<file path="config.mk">
export PLATFORM = sky130hd
export DESIGN_NAME = cook_sequencer
export DESIGN_NICKNAME = d
export VERILOG_FILES = /design/src/rtl/cook_sequencer.sv
export SDC_FILE = /design/constraint.sdc
export NUM_CORES = 1
export LEC_CHECK = 0
export ABC_CLOCK_PERIOD_IN_PS = 4740
export CELL_PAD_IN_SITES_DETAIL_PLACEMENT = 0
export CELL_PAD_IN_SITES_GLOBAL_PLACEMENT = 1
export CORE_UTILIZATION = 43
export CTS_CLUSTER_DIAMETER = 30
export DETAILED_ROUTE_END_ITERATION = 8
export GPL_TIMING_DRIVEN = 0
export MAX_ROUTING_LAYER = met4
export PLACE_DENSITY = 0.85
export SETUP_SLACK_MARGIN = 0.2
export SYNTH_ARGS = -nofsm -noshare
export SYNTH_HDL_FRONTEND = slang
export SYNTH_SLANG_ARGS = --single-unit
</file>
<file path="constraint.sdc">
create_clock -name clock -period 4.74 [get_ports clock]
set_input_delay 0.711 -clock clock [delete_from_list [all_inputs] [get_ports clock]]
set_output_delay 0.711 -clock clock [all_outputs]
set_load 0.02 [all_outputs]
</file>
<file path="src/rtl/cook_sequencer.sv">
// Microwave cooking controller: turns panel buttons, door switch and power level
// into timer command pulses, a setpoint, and magnetron/lamp/turntable/beeper drives.
module cook_sequencer #(
    parameter int LOAD_WAIT    = 256,
    parameter int ARM_TIMEOUT  = 8,
    parameter int POWER_PERIOD = 400,
    parameter int BEEP_CYCLES  = 1000
) (
    input  logic       clock,
    input  logic       reset,
    input  logic       door_open,
    input  logic       btn_start,
    input  logic       btn_stop,
    input  logic       btn_quick,
    input  logic [6:0] set_min,
    input  logic [6:0] set_sec,
    input  logic [1:0] power_lvl,
    input  logic       timer_done,
    output logic       tmr_start,
    output logic       tmr_stop,
    output logic       tmr_pause,
    output logic [6:0] tmr_min,
    output logic [6:0] tmr_sec,
    output logic       magnetron,
    output logic       lamp,
    output logic       turntable,
    output logic       beep,
    output logic [2:0] state
);

    typedef enum logic [2:0] {
        S_IDLE   = 3'd0,
        S_LOAD   = 3'd1,
        S_START  = 3'd2,
        S_ARMING = 3'd3,
        S_COOK   = 3'd4,
        S_PAUSED = 3'd5,
        S_FINISH = 3'd6
    } state_t;

    localparam int MAX_A   = (LOAD_WAIT > BEEP_CYCLES) ? LOAD_WAIT : BEEP_CYCLES;
    localparam int CNT_MAX = (MAX_A > ARM_TIMEOUT) ? MAX_A : ARM_TIMEOUT;
    localparam int CW      = $clog2(CNT_MAX + 1);
    localparam int DW      = $clog2(POWER_PERIOD + 1);
    localparam int QUARTER = POWER_PERIOD / 4;

    state_t state_reg, state_next;
    logic [CW-1:0] cnt_reg, cnt_next;
    logic [DW-1:0] duty_reg, duty_next;
    logic [DW-1:0] duty_thresh;
    logic [6:0] min_reg, min_next, sec_reg, sec_next;
    logic [6:0] min_clamped, sec_clamped;
    logic start_reg, start_next, stop_reg, stop_next, pause_reg, pause_next;
    logic pend_stop_reg, pend_stop_next, pend_start_reg, pend_start_next;
    logic mag_reg, mag_next, lamp_reg, lamp_next, turn_reg, turn_next, beep_reg, beep_next;

    logic [2:0] btn_vec;
    logic [2:0] edge_vec;
    logic start_edge, stop_edge, quick_edge;
    logic start_ev, stop_ev, busy;

    assign btn_vec = {btn_quick, btn_stop, btn_start};

    genvar gi;
    generate
        for (gi = 0; gi < 3; gi++) begin : g_edge
            logic prev_reg;
            always_ff @(posedge clock or posedge reset) begin
                if (reset) prev_reg <= 1'b0;
                else       prev_reg <= btn_vec[gi];
            end
            assign edge_vec[gi] = btn_vec[gi] & ~prev_reg;
        end
    endgenerate

    assign start_edge = edge_vec[0];
    assign stop_edge  = edge_vec[1];
    assign quick_edge = edge_vec[2];

    // A button edge arriving while a command pulse is out is held over one cycle,
    // so two timer pulses can never land in consecutive cycles.
    assign start_ev = start_edge | pend_start_reg;
    assign stop_ev  = stop_edge | pend_stop_reg;
    assign busy     = start_reg | stop_reg | pause_reg;

    assign min_clamped = (set_min > 7'd99) ? 7'd99 : set_min;
    assign sec_clamped = (set_sec > 7'd59) ? 7'd59 : set_sec;

    always_comb begin
        state_next      = state_reg;
        cnt_next        = '0;
        min_next        = min_reg;
        sec_next        = sec_reg;
        start_next      = 1'b0;
        stop_next       = 1'b0;
        pause_next      = 1'b0;
        pend_stop_next  = 1'b0;
        pend_start_next = 1'b0;

        case (state_reg)
            S_IDLE: begin
                if (start_edge && !door_open) begin
                    min_next = min_clamped;
                    sec_next = sec_clamped;
                    if (set_min != 7'd0 || set_sec != 7'd0) state_next = S_LOAD;
                end else if (quick_edge && !door_open) begin
                    min_next   = 7'd0;
                    sec_next   = 7'd30;
                    state_next = S_LOAD;
                end
            end
            S_LOAD: begin
                if (cnt_reg == CW'(LOAD_WAIT - 1)) begin
                    state_next = S_START;
                    start_next = 1'b1;
                end else begin
                    cnt_next = cnt_reg + CW'(1);
                end
            end
            S_START: begin
                state_next = S_ARMING;
                cnt_next   = cnt_reg + CW'(1);
            end
            S_ARMING: begin
                // cnt_reg counts cycles since the start pulse went out
                if (busy) begin
                    cnt_next       = cnt_reg + CW'(1);
                    pend_stop_next = stop_ev;
                end else if (stop_ev || door_open) begin
                    state_next = S_IDLE;
                    stop_next  = 1'b1;
                end else if (!timer_done) begin
                    state_next = S_COOK;
                end else if (cnt_reg >= CW'(ARM_TIMEOUT - 1)) begin
                    state_next = S_IDLE;
                    stop_next  = 1'b1;
                end else begin
                    cnt_next = cnt_reg + CW'(1);
                end
            end
            S_COOK: begin
                if (stop_edge) begin
                    state_next = S_IDLE;
                    stop_next  = 1'b1;
                end else if (door_open) begin
                    state_next = S_PAUSED;
                    pause_next = 1'b1;
                end else if (timer_done) begin
                    state_next = S_FINISH;
                end
            end
            S_PAUSED: begin
                if (busy) begin
                    pend_stop_next  = stop_ev;
                    pend_start_next = start_ev;
                end else if (stop_ev) begin
                    state_next = S_IDLE;
                    stop_next  = 1'b1;
                end else if (start_ev && !door_open) begin
                    state_next = S_ARMING;
                    start_next = 1'b1;
                end
            end
            S_FINISH: begin
                if (stop_edge || door_open || cnt_reg == CW'(BEEP_CYCLES - 1)) begin
                    state_next = S_IDLE;
                end else begin
                    cnt_next = cnt_reg + CW'(1);
                end
            end
            default: state_next = S_IDLE;
        endcase
    end

    // Duty window restarts on COOK entry; thresholds follow power_lvl live.
    always_comb begin
        duty_next = '0;
        if (state_next == S_COOK && state_reg == S_COOK) begin
            duty_next = (duty_reg == DW'(POWER_PERIOD - 1)) ? '0 : duty_reg + DW'(1);
        end
        duty_thresh = (DW'(power_lvl) + DW'(1)) * DW'(QUARTER);
        mag_next    = (state_next == S_COOK) && (duty_next < duty_thresh);
        lamp_next   = (state_next == S_COOK) || (state_next == S_PAUSED);
        turn_next   = (state_next == S_COOK);
        beep_next   = (state_next == S_FINISH);
    end

    always_ff @(posedge clock or posedge reset) begin
        if (reset) begin
            state_reg      <= S_IDLE;
            cnt_reg        <= '0;
            duty_reg       <= '0;
            min_reg        <= '0;
            sec_reg        <= '0;
            start_reg      <= 1'b0;
            stop_reg       <= 1'b0;
            pause_reg      <= 1'b0;
            pend_stop_reg  <= 1'b0;
            pend_start_reg <= 1'b0;
            mag_reg        <= 1'b0;
            lamp_reg       <= 1'b0;
            turn_reg       <= 1'b0;
            beep_reg       <= 1'b0;
        end else begin
            state_reg      <= state_next;
            cnt_reg        <= cnt_next;
            duty_reg       <= duty_next;
            min_reg        <= min_next;
            sec_reg        <= sec_next;
            start_reg      <= start_next;
            stop_reg       <= stop_next;
            pause_reg      <= pause_next;
            pend_stop_reg  <= pend_stop_next;
            pend_start_reg <= pend_start_next;
            mag_reg        <= mag_next;
            lamp_reg       <= lamp_next;
            turn_reg       <= turn_next;
            beep_reg       <= beep_next;
        end
    end

    assign tmr_start = start_reg;
    assign tmr_stop  = stop_reg;
    assign tmr_pause = pause_reg;
    assign tmr_min   = min_reg;
    assign tmr_sec   = sec_reg;
    assign magnetron = mag_reg & ~door_open;
    assign lamp      = lamp_reg | door_open;
    assign turntable = turn_reg;
    assign beep      = beep_reg;
    assign state     = state_reg;

endmodule

</file>
==> results of run 1 <==
[cells in the final DEF, fill, tap and decap left out, drive strengths merged, types with 3 or more instances in the layout]
master / netlist / layout
ha: 12 / 12
a22o: 4 / 4
o21ai: 21 / 21
inv: 9 / 9
nor2b: 9 / 9
dfrtp: 48 / 48
buf: 2 / 3
xor2: 9 / 9
nor2: 32 / 32
nand2: 33 / 33
xnor2: 8 / 8
a21oi: 8 / 8
nand2b: 3 / 3
nand3: 9 / 9
clkbuf: 6 / 13
and3: 3 / 3
nand4: 6 / 6
clkdlybuf4s50: 0 / 46
nor4b: 3 / 3
nor3: 10 / 10
nor4: 3 / 3
and2: 4 / 4
[per-stage QoR]
stage,utilization,hold WS (ns),worst slack (ns)
floorplan,-,0.447,1.36
global placement,0.555,0.465,0.618
detailed placement,0.559,0.470,0.591
CTS,0.576,0.488,0.885
global route,0.576,0.511,0.788
finish,0.576,0.482,0.882
[report_power, final]
group          internal (mW)  leakage, nW  switching, mW
clock                  0.130       0.0503          0.133
sequential             0.473        0.640         0.0474
combinational          0.165        0.725          0.192
[critical path, delay by kind of cell]
| family | cells | cell delay [ns] |
|---|---|---|
| simple gates | 6 | 1.92 |
| buf+inv | 2 | 0.62 |
| compound gates | 3 | 0.54 |
| fa+ha+maj | 1 | 0.26 |
[worst min-delay path by stage]
| stage | slack (ns) | cells after the start | end |
|---|---|---|---|
| 3_5_place_dp | 0.47 | 2 | tmr_sec[5]$_DFFE_PP0P_ |
| 3_3_place_gp | 0.46 | 2 | tmr_sec[5]$_DFFE_PP0P_ |
| 6_report | 0.48 | 1 | duty_reg[0]$_DFF_PP0_ |
| 4_1_cts | 0.49 | 1 | duty_reg[0]$_DFF_PP0_ |
| 2_1_floorplan | 0.45 | 1 | duty_reg[0]$_DFF_PP0_ |
| 5_1_grt | 0.51 | 1 | duty_reg[0]$_DFF_PP0_ |
[routing by layer]
metal  wire (um)  up-vias  GRT usage
met3         336        5     0.0379
met4          71        0     0.0673
met2        2720       61      0.311
met1        2760     1040      0.283
met5           0        -          -
li1            -     1051          -
[cell families after synthesis]
logic type | count (synthesis)
AND/OR/NAND/NOR | 126
flip-flops | 48
AO/OA/AOI/OAI | 47
XOR/XNOR | 17
buffers and inverters | 17
adder cells (fa/ha/maj) | 12
multiplexers | 2
[final cells by class]
type	instances	area (sq um)	share of cell area
repair buffers	47	480	0.149
clock buffers	7	96.3	0.0298
plain buffers	8	38.8	0.0120
multi-input cells	204	1290	0.399
well taps	72	90.1	0.0279
flip-flops and latches	48	1200	0.372
inverters	9	33.8	0.0105
==> flow_metrics.env, run 1 <==
export IMPL_r2r_end="mag_reg$_DFF_PP0_"
export IMPL_grt_pass1_vias=2019
export IMPL_avgRoutedWirePerCell_um=14.9
export IMPL_synthXorXnorAreaFrac=0.0581
export IMPL_first_pass_iters=6
export IMPL_fmax_mhz=259
export IMPL_hold_path_class="flip-flop to flip-flop"
export IMPL_yosysWarnings=0
export IMPL_p_per_area_nw_per_um2=353
export IMPL_clk_latency_ns=0.30
export IMPL_synth_area_mux_share=0.00830
export IMPL_clkTransAtPathRegs_ns=0.08
export IMPL_leakage_nw=1.42
export IMPL_maxSlewHeadroom=0.551
export IMPL_hold_viol=0
export IMPL_cts_tree="done"
export IMPL_synth_top_area_cell="dfrtp_1"
export IMPL_cp_startpoint="set_min[5]"
export IMPL_coreArea_sq_um=5610
export IMPL_synth_area_sq_um=2560
export IMPL_cts_root_buf="clkbuf_8"
export IMPL_design_area_sq_um=3230
export IMPL_rr_worst_depth=12
export IMPL_critPathCaptureType="flip-flop"
export IMPL_period_needed_ns=3.86
export IMPL_io_pins=47
export IMPL_dp_hpwl_um=4380
export IMPL_portBuffers=46
export IMPL_criticalPathCategory="primary input to flip-flop"
export IMPL_dp_cells=388
export IMPL_die_w_um=79.2
export IMPL_drt_iter0_drc=131
export IMPL_cts_max_level=2
export IMPL_yosysMostFrequentCell="dfrtp_1"
export IMPL_postSynthAreaPerCell_sq_um=9.53
export IMPL_cp_arrival_ns=4.06
export IMPL_crit_chain="clkdlybuf4s50_1, or4_1, nor3_2, a41oi_1, or4_1, nand4bb_4, buf_6, nor2_1, ha_1, a211oi_1, a221oi_1, nor4b_2"
export IMPL_cp_slowest_stage_delay_ns=0.58
export IMPL_detail_route_antenna_nets=0
export IMPL_finClkSkew_ns=0.00776
export IMPL_synth_async_reset_ratio=1.00
export IMPL_fin_nets=358
export IMPL_synth_compound_area_share=0.117
export IMPL_die_area_sq_um=6270
export IMPL_synth_adder_area_share=0.0586
export IMPL_rsz0062_at_grt="no"
export IMPL_ys_ff_latch=48
export IMPL_clock_sinks=48
export IMPL_endpoint="mag_reg$_DFF_PP0_"
export IMPL_synth_edff_count=0
export IMPL_wl_um=5880
export IMPL_placed_cell_area_sq_um=3130
export IMPL_initial_core_util=0.457
export IMPL_p_total_mw=1.14
export IMPL_synth_simple_gate_area_frac=0.261
export IMPL_tightest_slew_ns=0.670
export IMPL_ys_seq_area_frac=0.469
export IMPL_stdcell_count=395
export IMPL_worstReg2RegStart="cnt_reg[0]$_DFF_PP0_"
export IMPL_numCtsBuffers=5
export IMPL_synth_area_top_cells="dfrtp_1, ha_1, nand2_1, nor2_1, o21ai_0"
export IMPL_grt_ovfl_total=0
export IMPL_timing_critical_path_mode_cell="or4_1"
export IMPL_syn_nets=304
export IMPL_path_max_fanout=10
export IMPL_fin_crit_sh=0.814
export IMPL_cts_hold_buf=0
export IMPL_die_y_um=79.2
export IMPL_r2r_slack_ns=1.34
export IMPL_grt_antenna_before_repair=0
export IMPL_layout_drive_gt1_share=0.0650
export IMPL_synth_top_family_by_area="simple AND/OR/NAND/NOR gates"
export IMPL_syn2layout_area_growth_pct=26.0
export IMPL_ir_drop_mv=0.146
export IMPL_max_cap_violations=0
export IMPL_clockBufferDepth=2
export IMPL_finalSetupTns_ns=0
export IMPL_largest_register_ffs=10
export IMPL_synthCells=269
export IMPL_postCtsSetupBuffers=0
export IMPL_num_antenna_cells=0
export IMPL_via_per_inst=5.46
export IMPL_fill_cells=518
export IMPL_synth_common_cells="dfrtp_1, nand2_1, nor2_1"
export IMPL_grt_max_degree=27
export IMPL_start_kind="primary input"
export IMPL_vias=2157
export IMPL_maxSlewViolCount=0
export IMPL_cp_slowest_cell="or4_1"
export IMPL_track_usage=0.207
export IMPL_placementRows=27
export IMPL_cp_required_ns=4.95
export IMPL_yosys_most_used_dff="dfrtp_1"
export IMPL_gp_congestion=0.840
export IMPL_postCtsResizedCells=0
export IMPL_min_from="duty_reg[0]$_DFF_PP0_"
export IMPL_synth_cell_types=48
export IMPL_drc=0
export IMPL_netlist_area_leader_share=0.469
export IMPL_grt_first_pass_wirelength_um=9790
export IMPL_outcome="finished clean"
export IMPL_setup_viol_count_final=0
Power figures use the tool's default switching activity.
==> inputs of run 2 (changes only) <==
- ABC_CLOCK_PERIOD_IN_PS: 4740 -> 3850
- CORE_UTILIZATION: 43 -> 40
- PLACE_DENSITY: 0.85 -> 0.8
- clock period: 4.74 -> 3.85 ns (I/O delays scaled with it)
==> run 2 against run 1 <==
Cell area rose by 3.2%; critical path depth did not move; highest routed layer unchanged; clock skew rose by 0.0017 ns; largest power group unchanged.
==> flow_metrics.env, run 2 (synthesis results as in run 1) <==
export IMPL_p_int_mw=0.951
export IMPL_dpl_worst_slack_ns=-0.171
export IMPL_gp_congestion=0.821
export IMPL_syn2layout_area_growth_pct=30.0
export IMPL_timing_critical_path_mode_cell="or4_4"
export IMPL_num_antenna_cells=0
export IMPL_grt_ovfl_total=0
export IMPL_criticalPathCategory="primary input to flip-flop"
export IMPL_design_area_sq_um=3330
export IMPL_fill_cells=557
export IMPL_vias=2100
export IMPL_p_per_area_nw_per_um2=421
export IMPL_grt_pass1_vias=1978
export IMPL_largest_register_ffs=10
export IMPL_cp_slowest_stage_delay_ns=0.55
export IMPL_numCtsBuffers=5
export IMPL_maxSlewViolCount=0
export IMPL_hold_path_class="flip-flop to flip-flop"
export IMPL_cp_num_buf_inv=2
export IMPL_finClkSkew_ns=0.00944
export IMPL_cp_arrival_ns=3.75
export IMPL_coreArea_sq_um=6060
export IMPL_clkTransAtPathRegs_ns=0.08
export IMPL_p_total_mw=1.40
export IMPL_tightest_slew_ns=0.630
export IMPL_most_common_layout_cells="dfrtp_1, clkdlybuf4s50_1, nand2_1"
export IMPL_setup_viol_count_final=0
export IMPL_rsz0062_at_grt="no"
export IMPL_ir_drop_mv=0.231
export IMPL_via_per_inst=5.25
export IMPL_drt_iter0_drc=94
export IMPL_switching_share=0.322
export IMPL_fin_nets=360
export IMPL_clockBufferDepth=2
export IMPL_multiInputGateArea_sq_um=1370
export IMPL_grt_first_pass_wirelength_um=9150
export IMPL_track_usage=0.184
export IMPL_cts_tree="done"
export IMPL_maxSlewHeadroom=0.578
export IMPL_min_from="duty_reg[0]$_DFF_PP0_"
export IMPL_fmax_mhz=280
export IMPL_crit_chain="clkdlybuf4s50_1, or4_4, nor3_4, a41oi_2, or4_4, nand4bb_4, buf_6, nor2_2, ha_1, o21ai_1, a221oi_2, nor4b_2"
export IMPL_grt_antenna_before_repair=0
export IMPL_placed_cell_area_sq_um=3140
export IMPL_start_kind="primary input"
export IMPL_dp_hpwl_um=4250
export IMPL_die_w_um=82.0
export IMPL_max_cap_violations=0
export IMPL_period_needed_ns=3.57
export IMPL_p_comb_frac=0.320
export IMPL_leakage_nw=1.44
export IMPL_avgRoutedWirePerCell_um=14.2
export IMPL_fin_crit_sh=0.928
export IMPL_worstReg2RegStart="cnt_reg[0]$_DFF_PP0_"
export IMPL_clock_sinks=48
export IMPL_cp_startpoint="set_sec[5]"
export IMPL_fin_ws_ns=0.278
export IMPL_p_sw_mw=0.451
export IMPL_initial_core_util=0.423
export IMPL_outcome="finished clean"
export IMPL_wl_um=5690
export IMPL_first_pass_iters=4
export IMPL_portBuffers=46
export IMPL_die_y_um=82.0
export IMPL_pwr_share_clk=0.225
export IMPL_cts_hold_buf=0
export IMPL_p_seq_frac=0.455
export IMPL_cts_root_buf="clkbuf_8"
export IMPL_cts_max_level=2
export IMPL_io_pins=47
export IMPL_finalSetupTns_ns=0
export IMPL_detail_route_antenna_nets=0
export IMPL_seq_area_sq_um=1200
export IMPL_cp_slowest_cell="or4_4"
export IMPL_cp_required_ns=4.03
export IMPL_drc=0
export IMPL_placementRows=28
export IMPL_critPathCaptureType="flip-flop"
export IMPL_layout_drive_gt1_share=0.108
export IMPL_path_max_fanout=7
export IMPL_grt_max_degree=28
export IMPL_final_core_util=0.550
export IMPL_clk_latency_ns=0.29
export IMPL_crit_family="simple AND/OR/NAND/NOR gates"
export IMPL_die_area_sq_um=6730
export IMPL_hold_viol=0
export IMPL_final_common_cell="dfrtp_1"
## run 2: cell count changes in the layout (fill, tap and decap cells not counted), moves of 2 or more
| cell | previous run | this run |
|---|---|---|
| buf_4 | 0 | 2 |
| ha_1 | 12 | 10 |
| ha_4 | 0 | 2 |
| nor2_1 | 32 | 28 |
| nor2_2 | 0 | 2 |
| nor2_4 | 0 | 2 |
| o21ai_0 | 20 | 18 |
| o21ai_1 | 1 | 3 |
| or4_1 | 2 | 0 |
| or4_4 | 0 | 2 |
## run 2: through the flow
| step | hold WS (ns) | std cells |
|---|---|---|
| 2_1_floorplan | 0.447 | 269 |
| 3_3_place_gp | 0.460 | 390 |
| 3_5_place_dp | 0.469 | 391 |
| 4_1_cts | 0.480 | 398 |
| 5_1_grt | 0.509 | 400 |
| 6_report | 0.474 | 400 |
## run 2: area by class of cell
| class | count | share of cell area |
|---|---|---|
| tap | 75 | 0.0282 |
| multi-input combinational | 204 | 0.411 |
| inverter | 9 | 0.0101 |
| buffer | 8 | 0.0116 |
| timing repair buffer | 49 | 0.149 |
| sequential | 48 | 0.360 |
| clock buffer | 7 | 0.0289 |
## run 2: power groups by stage
| stage | combinational (mW) | sequential (mW) | clock, mW |
|---|---|---|---|
| 2_1_floorplan | 0.190 | 0.705 | 0 |
| 3_3_place_gp | 0.434 | 0.647 | 0 |
| 3_5_place_dp | 0.438 | 0.648 | 0 |
| 4_1_cts | 0.446 | 0.637 | 0.332 |
| 5_1_grt | 0.496 | 0.649 | 0.350 |
| 6_report | 0.448 | 0.638 | 0.315 |
## run 2: path summary, 6_finish.rpt
path | slack (ns) | cells past startpoint | end
setup / recovery | 0.28 | 12 | mag_reg$_DFF_PP0_
hold / removal | 0.47 | 1 | duty_reg[0]$_DFF_PP0_
setup reg to reg | 0.64 | 12 | mag_reg$_DFF_PP0_
hold reg to reg | 0.47 | 1 | duty_reg[0]$_DFF_PP0_
max in group asynchronous | 2.73 | 3 | duty_reg[6]$_DFF_PP0_
min in group asynchronous | 0.62 | 2 | cnt_reg[6]$_DFF_PP0_
## run 2: routing by layer
layer | GRT usage | share of wire | vias up
met5 | - | 0 | -
met1 | 0.252 | 0.51 | 984
met4 | 0.0421 | 0.012 | 0
li1 | - | - | 1051
met2 | 0.277 | 0.43 | 57
met3 | 0.0400 | 0.047 | 8
## run 2: worst register-to-register path, stage by stage (launching register included)
cell and delay (ns):
dfrtp_1 0.40, ha_1 0.29, nand4_1 0.19, o41ai_1 0.33, a21oi_1 0.16, or4_4 0.45, nand4bb_4 0.25, buf_6 0.17
nor2_2 0.14, ha_1 0.22, o21ai_1 0.11, a221oi_2 0.32, nor4b_2 0.08
## run 2: what timing repair did
item | 4_1_cts | 5_1_grt
pin swaps | 0 | 6
setup endpoints to repair | 1 | 1
resized for setup | 5 | 13
buffers inserted | 0 | 2
endpoints found under the hold margin | 0 | 0
